==> src/rtl/cdb_arbiter_pkg.sv <==
// Shared constants and types for the common-data-bus arbiter slice.
// This package is the single home of the ROB tag width, result width and
// null tag; other files import it rather than redefining them.
package cdb_arbiter_pkg;

  localparam int ROBWidth = 4;
  localparam int IDWidth  = 32;
  localparam logic [ROBWidth-1:0] NullTag = '0;

  // Number of result producers competing for the bus.
  localparam int NSRC = 3;

  // Source identifiers double as round-robin priority pointer values.
  typedef enum logic [1:0] {
    SRC_ALU  = 2'd0,
    SRC_LSU  = 2'd1,
    SRC_ADDR = 2'd2
  } src_e;

  // One buffered result waiting for the bus.
  typedef struct packed {
    logic [ROBWidth-1:0] tag;
    logic [IDWidth-1:0]  value;
  } cdb_entry_t;

  // Adds an offset to a source index, wrapping modulo NSRC.
  function automatic src_e wrap3(input src_e base, input logic [1:0] off);
    logic [2:0] sum;
    logic [2:0] wrapped;
    sum     = {1'b0, base} + {1'b0, off};
    wrapped = (sum >= 3'd3) ? (sum - 3'd3) : sum;
    return src_e'(wrapped[1:0]);
  endfunction

  // Priority pointer value after a grant to source g.
  function automatic src_e next_ptr(input src_e g);
    return wrap3(g, 2'd1);
  endfunction

endpackage

==> src/rtl/cdb_arbiter_if.sv <==
// Bus bundle between the three result producers and the CDB arbiter.
// The master side is the producers/consumers of the bus; the slave side is
// the arbiter itself.
interface cdb_arbiter_if;
  import cdb_arbiter_pkg::*;

  logic                alu_cdb_en_in;
  logic [ROBWidth-1:0] alu_cdb_b_in;
  logic [IDWidth-1:0]  alu_cdb_result_in;
  logic                lsu_cdb_en_in;
  logic [ROBWidth-1:0] lsu_cdb_b_in;
  logic [IDWidth-1:0]  lsu_cdb_result_in;
  logic                addr_cdb_en_in;
  logic [ROBWidth-1:0] addr_cdb_b_in;
  logic [IDWidth-1:0]  addr_cdb_result_in;

  logic                cdb_alu_rdy_out;
  logic                cdb_lsu_rdy_out;
  logic                cdb_addr_rdy_out;

  logic                cdb_en_out;
  logic [ROBWidth-1:0] cdb_b_out;
  logic [IDWidth-1:0]  cdb_result_out;

  modport master (
    output alu_cdb_en_in, alu_cdb_b_in, alu_cdb_result_in,
    output lsu_cdb_en_in, lsu_cdb_b_in, lsu_cdb_result_in,
    output addr_cdb_en_in, addr_cdb_b_in, addr_cdb_result_in,
    input  cdb_alu_rdy_out, cdb_lsu_rdy_out, cdb_addr_rdy_out,
    input  cdb_en_out, cdb_b_out, cdb_result_out
  );

  modport slave (
    input  alu_cdb_en_in, alu_cdb_b_in, alu_cdb_result_in,
    input  lsu_cdb_en_in, lsu_cdb_b_in, lsu_cdb_result_in,
    input  addr_cdb_en_in, addr_cdb_b_in, addr_cdb_result_in,
    output cdb_alu_rdy_out, cdb_lsu_rdy_out, cdb_addr_rdy_out,
    output cdb_en_out, cdb_b_out, cdb_result_out
  );

endinterface

==> src/rtl/cdb_src_fifo.sv <==
// Per-source holding buffer of {tag, value} results awaiting the bus.
// Pointers wrap naturally because the depth is a power of two. Callers are
// expected to gate push with "not full" and pop with "not empty".
module cdb_src_fifo
  import cdb_arbiter_pkg::*;
#(
  parameter int FIFO_DEPTH = 2
) (
  input  logic                          clk_in,
  input  logic                          rst_in,
  input  logic                          flush_in,
  input  logic                          push_in,
  input  cdb_entry_t                    push_entry,
  input  logic                          pop_in,
  output cdb_entry_t                    head_entry,
  output logic [$clog2(FIFO_DEPTH):0]   count
);

  localparam int PW = $clog2(FIFO_DEPTH);
  localparam int CW = PW + 1;

  cdb_entry_t    mem [FIFO_DEPTH];
  logic [PW-1:0] head_ptr;
  logic [PW-1:0] tail_ptr;

  // Storage array: written at the tail on every accepted push, no reset needed.
  always_ff @(posedge clk_in) begin
    if (push_in) begin
      mem[tail_ptr] <= push_entry;
    end
  end

  // Pointers and occupancy; reset and flush both empty the buffer.
  always_ff @(posedge clk_in) begin
    if (rst_in || flush_in) begin
      head_ptr <= '0;
      tail_ptr <= '0;
      count    <= '0;
    end else begin
      if (push_in) begin
        tail_ptr <= tail_ptr + PW'(1);
      end
      if (pop_in) begin
        head_ptr <= head_ptr + PW'(1);
      end
      case ({push_in, pop_in})
        2'b10:   count <= count + CW'(1);
        2'b01:   count <= count - CW'(1);
        default: count <= count;
      endcase
    end
  end

  assign head_entry = mem[head_ptr];

endmodule

==> src/rtl/cdb_arbiter.sv <==
// Common-data-bus arbiter: buffers results from the ALU, load unit and
// address unit, then broadcasts at most one per cycle in round-robin order.
// The broadcast is registered, so a result always spends at least one full
// cycle in its buffer before appearing on the bus.
module cdb_arbiter
  import cdb_arbiter_pkg::*;
#(
  parameter int FIFO_DEPTH = 2
) (
  input  logic              clk_in,
  input  logic              rst_in,
  input  logic              rdy_in,
  input  logic              rob_cdb_rst_in,
  cdb_arbiter_if.slave      bus
);

  localparam int CW = $clog2(FIFO_DEPTH) + 1;

  logic [NSRC-1:0] src_en;
  cdb_entry_t      src_entry  [NSRC];
  cdb_entry_t      head_entry [NSRC];
  logic [CW-1:0]   fifo_count [NSRC];
  logic [NSRC-1:0] src_rdy;
  logic [NSRC-1:0] src_push;
  logic [NSRC-1:0] src_pop;
  logic            flush;

  src_e            ptr;
  src_e            grant_src;
  src_e            idx;
  logic            grant_valid;
  cdb_entry_t      grant_entry;

  logic                cdb_en_q;
  logic [ROBWidth-1:0] cdb_b_q;
  logic [IDWidth-1:0]  cdb_result_q;

  assign src_en = {bus.addr_cdb_en_in, bus.lsu_cdb_en_in, bus.alu_cdb_en_in};
  assign src_entry[SRC_ALU]  = {bus.alu_cdb_b_in,  bus.alu_cdb_result_in};
  assign src_entry[SRC_LSU]  = {bus.lsu_cdb_b_in,  bus.lsu_cdb_result_in};
  assign src_entry[SRC_ADDR] = {bus.addr_cdb_b_in, bus.addr_cdb_result_in};

  // A flush only counts when the pipeline is enabled.
  assign flush = rdy_in & rob_cdb_rst_in;

  for (genvar s = 0; s < NSRC; s++) begin : g_src
    assign src_rdy[s]  = (fifo_count[s] < CW'(FIFO_DEPTH));
    assign src_push[s] = rdy_in & ~rob_cdb_rst_in & src_en[s] &
                         (src_entry[s].tag != NullTag) & src_rdy[s];
    assign src_pop[s]  = rdy_in & ~rob_cdb_rst_in & grant_valid &
                         (grant_src == src_e'(s));

    cdb_src_fifo #(
      .FIFO_DEPTH (FIFO_DEPTH)
    ) u_fifo (
      .clk_in     (clk_in),
      .rst_in     (rst_in),
      .flush_in   (flush),
      .push_in    (src_push[s]),
      .push_entry (src_entry[s]),
      .pop_in     (src_pop[s]),
      .head_entry (head_entry[s]),
      .count      (fifo_count[s])
    );
  end

  assign bus.cdb_alu_rdy_out  = src_rdy[SRC_ALU];
  assign bus.cdb_lsu_rdy_out  = src_rdy[SRC_LSU];
  assign bus.cdb_addr_rdy_out = src_rdy[SRC_ADDR];

  // Round-robin pick: first non-empty buffer scanning upward from ptr.
  always_comb begin
    grant_valid = 1'b0;
    grant_src   = ptr;
    grant_entry = head_entry[ptr];
    idx         = ptr;
    for (int k = 0; k < NSRC; k++) begin
      idx = wrap3(ptr, 2'(k));
      if (!grant_valid && (fifo_count[idx] != '0)) begin
        grant_valid = 1'b1;
        grant_src   = idx;
        grant_entry = head_entry[idx];
      end
    end
  end

  // Broadcast registers and priority pointer; everything holds when rdy_in is low.
  always_ff @(posedge clk_in) begin
    if (rst_in) begin
      cdb_en_q     <= 1'b0;
      cdb_b_q      <= '0;
      cdb_result_q <= '0;
      ptr          <= SRC_ALU;
    end else if (rdy_in) begin
      if (rob_cdb_rst_in) begin
        cdb_en_q <= 1'b0;
        ptr      <= SRC_ALU;
      end else if (grant_valid) begin
        cdb_en_q     <= 1'b1;
        cdb_b_q      <= grant_entry.tag;
        cdb_result_q <= grant_entry.value;
        ptr          <= next_ptr(grant_src);
      end else begin
        cdb_en_q <= 1'b0;
      end
    end
  end

  assign bus.cdb_en_out     = cdb_en_q;
  assign bus.cdb_b_out      = cdb_b_q;
  assign bus.cdb_result_out = cdb_result_q;

endmodule

==> src/flat_wrapper.sv <==
// flat-port wrapper written by rule: the top's interface ports become plain ports
module cdb_arbiter_flat import cdb_arbiter_pkg::*;
#(
  parameter int FIFO_DEPTH = 2
)
  (clk_in, rst_in, rdy_in, rob_cdb_rst_in, bus_alu_cdb_en_in, bus_alu_cdb_b_in, bus_alu_cdb_result_in, bus_lsu_cdb_en_in, bus_lsu_cdb_b_in, bus_lsu_cdb_result_in, bus_addr_cdb_en_in, bus_addr_cdb_b_in, bus_addr_cdb_result_in, bus_cdb_alu_rdy_out, bus_cdb_lsu_rdy_out, bus_cdb_addr_rdy_out, bus_cdb_en_out, bus_cdb_b_out, bus_cdb_result_out);
  cdb_arbiter_if bus_i ();
  input  logic clk_in;
  input  logic rst_in;
  input  logic rdy_in;
  input  logic rob_cdb_rst_in;
  input wire logic [$bits(bus_i.alu_cdb_en_in)-1:0] bus_alu_cdb_en_in;
  input wire logic [$bits(bus_i.alu_cdb_b_in)-1:0] bus_alu_cdb_b_in;
  input wire logic [$bits(bus_i.alu_cdb_result_in)-1:0] bus_alu_cdb_result_in;
  input wire logic [$bits(bus_i.lsu_cdb_en_in)-1:0] bus_lsu_cdb_en_in;
  input wire logic [$bits(bus_i.lsu_cdb_b_in)-1:0] bus_lsu_cdb_b_in;
  input wire logic [$bits(bus_i.lsu_cdb_result_in)-1:0] bus_lsu_cdb_result_in;
  input wire logic [$bits(bus_i.addr_cdb_en_in)-1:0] bus_addr_cdb_en_in;
  input wire logic [$bits(bus_i.addr_cdb_b_in)-1:0] bus_addr_cdb_b_in;
  input wire logic [$bits(bus_i.addr_cdb_result_in)-1:0] bus_addr_cdb_result_in;
  output wire logic [$bits(bus_i.cdb_alu_rdy_out)-1:0] bus_cdb_alu_rdy_out;
  output wire logic [$bits(bus_i.cdb_lsu_rdy_out)-1:0] bus_cdb_lsu_rdy_out;
  output wire logic [$bits(bus_i.cdb_addr_rdy_out)-1:0] bus_cdb_addr_rdy_out;
  output wire logic [$bits(bus_i.cdb_en_out)-1:0] bus_cdb_en_out;
  output wire logic [$bits(bus_i.cdb_b_out)-1:0] bus_cdb_b_out;
  output wire logic [$bits(bus_i.cdb_result_out)-1:0] bus_cdb_result_out;
  assign bus_i.alu_cdb_en_in = bus_alu_cdb_en_in;
  assign bus_i.alu_cdb_b_in = bus_alu_cdb_b_in;
  assign bus_i.alu_cdb_result_in = bus_alu_cdb_result_in;
  assign bus_i.lsu_cdb_en_in = bus_lsu_cdb_en_in;
  assign bus_i.lsu_cdb_b_in = bus_lsu_cdb_b_in;
  assign bus_i.lsu_cdb_result_in = bus_lsu_cdb_result_in;
  assign bus_i.addr_cdb_en_in = bus_addr_cdb_en_in;
  assign bus_i.addr_cdb_b_in = bus_addr_cdb_b_in;
  assign bus_i.addr_cdb_result_in = bus_addr_cdb_result_in;
  assign bus_cdb_alu_rdy_out = bus_i.cdb_alu_rdy_out;
  assign bus_cdb_lsu_rdy_out = bus_i.cdb_lsu_rdy_out;
  assign bus_cdb_addr_rdy_out = bus_i.cdb_addr_rdy_out;
  assign bus_cdb_en_out = bus_i.cdb_en_out;
  assign bus_cdb_b_out = bus_i.cdb_b_out;
  assign bus_cdb_result_out = bus_i.cdb_result_out;
  cdb_arbiter #(.FIFO_DEPTH(FIFO_DEPTH)) u_core (.clk_in(clk_in), .rst_in(rst_in), .rdy_in(rdy_in), .rob_cdb_rst_in(rob_cdb_rst_in), .bus(bus_i));
endmodule
==> config.mk <==
export PLATFORM = sky130hd
export DESIGN_NAME = cdb_arbiter_flat
export DESIGN_NICKNAME = d
export VERILOG_FILES = /design/src/rtl/cdb_arbiter_pkg.sv /design/src/rtl/cdb_arbiter_if.sv /design/src/rtl/cdb_src_fifo.sv /design/src/rtl/cdb_arbiter.sv /design/src/flat_wrapper.sv
export SDC_FILE = /design/constraint.sdc
export NUM_CORES = 1
export LEC_CHECK = 0
export ABC_CLOCK_PERIOD_IN_PS = 6500
export BUFFER_PORTS_ARGS = -buffer_cell sky130_fd_sc_hd__buf_2
export CAP_MARGIN = 20
export CORE_AREA = 2 2 237 145
export DETAILED_ROUTE_END_ITERATION = 8
export DIE_AREA = 0 0 239 147
export PLACE_DENSITY = 0.64
export SLEW_MARGIN = 25
export SYNTH_ARGS = -nofsm -noshare
export SYNTH_HDL_FRONTEND = slang
export SYNTH_SLANG_ARGS = --single-unit
==> constraint.sdc <==
create_clock -name clk_in -period 6.5 [get_ports clk_in]
set_input_delay 0.65 -clock clk_in [delete_from_list [all_inputs] [get_ports clk_in]]
set_output_delay 0.65 -clock clk_in [all_outputs]
set_load 0.005 [all_outputs]
# After elaboration in Yosys (flattened, before gate mapping)
# Memory sizes are Yosys's and may differ from the RTL's. A register that Yosys moved wholly into a read port is not among the register bits.
# Cells that the tools add are included.
op_classes:
  add_sub_neg: 19
  order_cmp: 11
  n_eq_ne: 8
  muxes: 53
  n_bitwise: 20
  reduce_logical: 18
op_table:
  columns: ["cell", "count"]
  rows:
  - ["2-to-1 mux 36 bit", 11]
  - ["binary-select mux 36 bit (select 2 bit)", 4]
  - ["2-to-1 mux 2 bit", 15]
  - ["2-to-1 mux 1 bit", 17]
  - ["bitwise AND 1 bit", 15]
  - ["nonzero test 2 bit", 7]
  - ["binary-select mux 2 bit (select 2 bit)", 3]
  - [">= comparator 3 bit (second input constant)", 4]
  - ["NOT 2 -> 3 bit", 4]
  - ["case mux 2 bit (2 select lines)", 3]
  - ["nonzero test 4 bit", 3]
  - [">= comparator 3 x 2 -> 1 bit (second input constant)", 3]
  - ["equality test 2 x 1 -> 1 bit (second input constant)", 4]
  - ["equality test 2 bit (second input constant)", 4]
  - ["subtractor 2 bit (second input constant)", 4]
  - ["adder 1 bit (second input constant)", 6]
  - ["adder 2 x 1 -> 2 bit (second input constant)", 3]
  - ["adder 2 x 1 -> 3 bit (second input constant)", 2]
  - ["less-than comparator 2 bit (second input constant)", 3]
  - ["subtractor 2 x 1 -> 2 bit (second input constant)", 3]
  - ["adder 2 x 2 -> 3 bit (second input constant)", 1]
  - ["AND reduction 3 bit", 1]
  - [">= comparator 2 bit (second input constant)", 1]
  - ["logical AND 1 bit", 2]
  - ["other kinds (5)", 6]
totals:
  reg_bits: 51
  ramBits: 216
  in_bits: 115
  mem_count: 3
mem_list:
  columns: ["memory", "depth", "width", "read_ports", "rd_clocked_by_memory_dff", "write_ports", "line_no", "source"]
  rows:
  - ["u_core.g_src[0].u_fifo.mem", 2, 36, 1, 1, 1, "cdb_src_fifo.sv:22", "cdb_entry_t mem [FIFO_DEPTH];"]
  - ["u_core.g_src[1].u_fifo.mem", 2, 36, 1, 1, 1, "cdb_src_fifo.sv:22", null]
  - ["u_core.g_src[2].u_fifo.mem", 2, 36, 1, 1, 1, "cdb_src_fifo.sv:22", null]

# Longest topological paths before layout
logic_depth:
  ltp_word: 19
  mapped_depth: 17
  depth_no_buf: 15

# By module
# A second synthesis with hierarchy kept.
hier_totals:
  hier_cells: 1209
  hier_area_um2: 13984.7
by_module_without_submodules:
  columns: ["module", "n_inst", "cells_each", "area_per_inst_um2", "seq_area_each_um2"]
  rows:
  - ["cdb_src_fifo", 3, 132, 2787.7, 2262.2]
  - ["cdb_arbiter", 1, 813, 5621.6, 780.7]

# Worst setup path after synthesis
# Ideal clock, no wire load.
synth_timing:
  kind: "flip-flop to flip-flop"
  startpoint: "register u_core.ptr[0]"
  endpoint: "register u_core.g_src[2].u_fifo.count[1]"
  setup_time_ps: 71
  arrival_time_ps: 3664
  required_time_ps: 6429
  path_slack_ps: 2765
  path_stages_with_launch: 17
  cell_sequence: "dfxtp_1 -> clkbuf_1 -> clkinv_1 -> ha_1 -> buf_2 -> nor3b_1 -> nor3_1 -> and3_1 -> buf_2 -> buf_1 -> o41ai_1 -> ha_1 -> o211ai_1 -> inv_1 -> ha_1 -> or3_1 -> a21oi_1"
synth_between:
  elab_chain_len: 18
synth_rtl:
  columns: ["element", "line_no", "source"]
  rows:
  - ["start: declaration", "cdb_arbiter.sv:28", "src_e ptr;"]
  - ["start signal: assignment", "cdb_arbiter.sv:102", "ptr <= next_ptr(grant_src);"]
  - ["branches (longest 15 deep; another with adder 2 x 1 -> 3 bit)", null, null]
  - ["bitwise AND 1 bit *", "cdb_arbiter.sv:50", "assign src_pop[s] = rdy_in & ~rob_cdb_rst_in & grant_valid &"]
  - ["net u_core.g_src[2].u_fifo.pop_in", "cdb_src_fifo.sv:14", "input logic pop_in,"]
  - ["equality test 2 x 1 -> 1 bit or equality test 2 bit (tied branches)", "cdb_src_fifo.sv:46", "case ({push_in, pop_in})"]
  - ["case mux 2 bit (2 select lines) or nonzero test 2 bit (tied branches)", null, null]
  - ["end signal: assignment", "cdb_src_fifo.sv:47", "2'b10: count <= count + CW'(1);"]
  - ["end signal: assignment", "cdb_src_fifo.sv:48", "2'b01: count <= count - CW'(1);"]
  - ["end signal: assignment", "cdb_src_fifo.sv:49", "default: count <= count;"]
  - ["end: declaration", "cdb_src_fifo.sv:16", "output logic [$clog2(FIFO_DEPTH):0] count"]
# Mark *: on every way through the listed nets, which the timed path passes. The select of a mux whose other input is x is not followed.
# A chain may end at the register's enable or synchronous reset.

# Worst setup path after layout
# Same ends and word-level chain as after synthesis.

==> run metrics <==
#FFs+latches synth 270; # Max-Cap Violations 0; Mapped Avg Cell Area between 10 and 15 um2; post-synthesis sequential area ratio slightly below 60%; Post-Place Worst Slack 2.29 ns; fin. max-slew vios 0; combinational share of power roughly 17%; status finished, final reports clean; core area around 33,000 um2; Overall Global Routing Usage 22.4%; nets@finish 1,372; largest net degree at the start of global routing 70; CTS Hold Bufs 0; Clk pin slew, worst setup/hold paths about 0.060 ns; Sink Count 270; Net Sw Frac 27.2%; die width between 200 and 250 um; Iter 0 DRT Violations about 1,500; Filler cells roughly 3,100; final std cells w/o fill approximately 1,700; clock skew around 0.025 ns; worst setup path startpoint u_core.ptr[0]$_SDFFE_PP0P_; post-route setup slack 2.21 ns; DRC errors left 0; clock share of power between 30% and 40%; async set-reset flop share out of synthesis 0%; number of global-route vias before repair approximately 9,000; final wirelength approximately 40 mm; Leak Pwr 5.17 nW; mapped cell area between 10,000 and 15,000 um2; I/O Buffers between 150 and 200; worst reg-to-reg path cell count 13; Initial Util approximately 39%; Crit path largest cell delay between 0.5 and 0.6 ns; RSZ-0062 raised after global routing no; share of the synthesized area in the top cell type around half; Worst Path Max Fanout 66; Root Buffer clkbuf_16; die height about 150 um; minimum clock period ~4.3 ns; TritonCTS buffer count 27; HP Start bus_addr_cdb_result_in[19]; hpwl dp around 28 mm; CP Capture Type flop; Via density ~5.9; Cell variety after synth 65; share of layout cells above drive strength 1 23.2%; Min-Delay Path Class input port to flop; Synth area leader edfxtp_1; Net Sw Power 0.00113 W; I/O pin count 155; # rows between 50 and 60; CTS Buffer Depth 3; Warnings, synthesis 0; global-route wire length before repair roughly 60 mm; Buf+Inv Stages, Crit Path 3; fmax approximately 0.23 GHz; Critical Path RT between 6 and 7 ns; Post-Synthesis Cells roughly 1,100; WL/cell 23.4 um; Post-CTS Setup Repair Bufs 0; Routability Congestion about 0.90; worst reg2reg path startpoint u_core.ptr[0]$_SDFFE_PP0P_; Top delay family on crit path buffers and inverters; Slowest cell on crit path buf_4; CP Class flop to flop; Inst Count DP 1,651; antenna viol nets, final 0; post-cts resize count 0; number of synthesized flops with an enable pin around 220; final worst-path cycle share between 60 and 70%; Worst Setup Start Kind flop; syn nets 1,251; Primary FF master, synth edfxtp_1; maximum vdd drop roughly 0.19 mV; Slew headroom a little under a third; drt pass-1 iters 6; setup TNS 0 ns; grt ovf 0; most frequent cells in the layout 216 x edfxtp_1, 154 x buf_2, 100 x nand2_1; hold path depth 1; worst path arrival time roughly 4.8 ns; internal power approximately 0.0030 W; CTS tree done; final setup violation count 0; area grow syn2layout 16.1%; Worst-Margin Slew 1.04 ns; Seq pwr share 46.6%; final hold violation count 0; Cell Chain, Critical Path buf_4 -> ha_2 -> buf_4 -> nand2b_1 -> o21ai_0 -> nor4_2 -> o41ai_1 -> ha_1 -> o211ai_1 -> inv_1 -> ha_1 -> or3_1 -> a21oi_1; vias post-DR 10,085; WP depth 13; DIE AREA 35,100 um2; cell area power density ~270 nW/um2; H-tree levels 1; commonest non-fill, non-tap cell in the layout edfxtp_1; initial antenna violation count 6; top post-synthesis cells by area edfxtp_1 50%, dfxtp_1 8.3%, mux2i_1 5.3%; clk_lat worst skew 0.56 ns
-- worst register-to-register path, stage by stage, from the launching register on --
cell      delay, ns
dfxtp_2        0.33
buf_4          0.57
ha_2           0.45
buf_4          0.45
nand2b_1       0.42
o21ai_0        0.37
nor4_2         0.08
o41ai_1        0.36
ha_1           0.20
o211ai_1       0.14
inv_1          0.09
ha_1           0.25
or3_1          0.35
a21oi_1        0.15
-- metal layers --
layer	track usage, %	vias up	wire [um]
li1	-	4627	-
met1	37.9	4880	20300
met2	27.3	528	14500
met3	6.88	48	4450
met4	3.56	2	599
met5	0	-	13
-- final timing paths --
kind                                                   to  slack [ns]
max reg2reg  u_core.g_src[2].u_fifo.count[1]$_SDFFE_PP0P_        2.21
min           u_core.g_src[2].u_fifo.mem[1][19]$_DFFE_PP_        0.29
max          u_core.g_src[2].u_fifo.count[1]$_SDFFE_PP0P_        2.21
min reg2reg    u_core.bus.cdb_result_out[29]$_SDFFE_PP0P_        0.47
-- power by group through the flow --
stage / combinational (W) / clock, W / sequential, W
final: 0.000707 / 0.00151 / 0.00194
after global routing: 0.000766 / 0.00161 / 0.00195
after CTS: 0.000689 / 0.00154 / 0.00194
after detailed placement: 0.000687 / 0 / 0.00198
after global placement: 0.000677 / 0 / 0.00198
after floorplan: 0.000454 / 0 / 0.00197
-- cells in the mapped netlist, drive strengths merged, types with 3 or more instances --
cell / instances
o22ai: 3
o31ai: 3
o2111ai: 18
dfxtp: 54
nor3: 19
a32oi: 4
ha: 8
o211ai: 58
inv: 15
xnor2: 6
o32a: 3
o21a: 11
nor4: 6
a22oi: 7
nand2: 101
a31oi: 14
a21o: 3
nand2b: 4
o21ai: 82
and3: 3
and2: 6
a32o: 5
buf: 35
a21oi: 25
o32ai: 3
mux2: 41
a41oi: 13
nor4b: 3
nor2: 98
clkbuf: 54
o22a: 15
mux2i: 69
or2: 14
nand4: 4
o21bai: 3
a211o: 15
edfxtp: 216
a22o: 17
xor2: 4
or3: 4
a211oi: 38
-- final cells by class --
type,instances,area (um2),share of cell area (%)
well taps,432,541,3.57
flip-flops and latches,270,7570,49.9
clock inverters,14,120,0.792
clock buffers,34,722,4.76
multi-input cells,753,5140,33.9
repair buffers,181,993,6.55
inverters,16,60.1,0.396
diodes,5,12.5,0.0825
-- logic make-up after synthesis --
logic type / count (synthesis) / synth area share (%)
buffers and inverters: 105 / 3.21
adder cells (fa/ha/maj): 8 / 0.766
flip-flops: 270 / 57.9
AND/OR/NAND/NOR: 271 / 9.16
XOR/XNOR: 10 / 0.670
AO/OA/AOI/OAI: 354 / 19.4
multiplexers: 110 / 8.82
-- per-stage QoR --
| stage | util (%) | instance area, um2 | hold slack [ns] | power (W) |
|---|---|---|---|---|
| final | 45.7 | 15200 | 0.285 | 0.00416 |
| after global placement | 43.0 | 14300 | 0.462 | 0.00266 |
| after global routing | 45.7 | 15200 | 0.269 | 0.00432 |
| after floorplan | - | 13100 | 0.451 | 0.00242 |
| after CTS | 45.6 | 15100 | 0.264 | 0.00417 |
| after detailed placement | 43.0 | 14300 | 0.458 | 0.00267 |
-- flip-flops by register name, summed over array words and instances (netlist names), named ones only --
register and cells:
u_core.g_src.u_fifo.count 6, u_core.ptr 2, u_core.bus.cdb_b_out 4, u_core.bus.cdb_result_out 32, u_core.g_src.u_fifo.tail_ptr 3, u_core.g_src.u_fifo.head_ptr 3
u_core.bus.cdb_en_out 1, u_core.g_src.u_fifo.mem 216
Power figures use the tool's default switching activity.
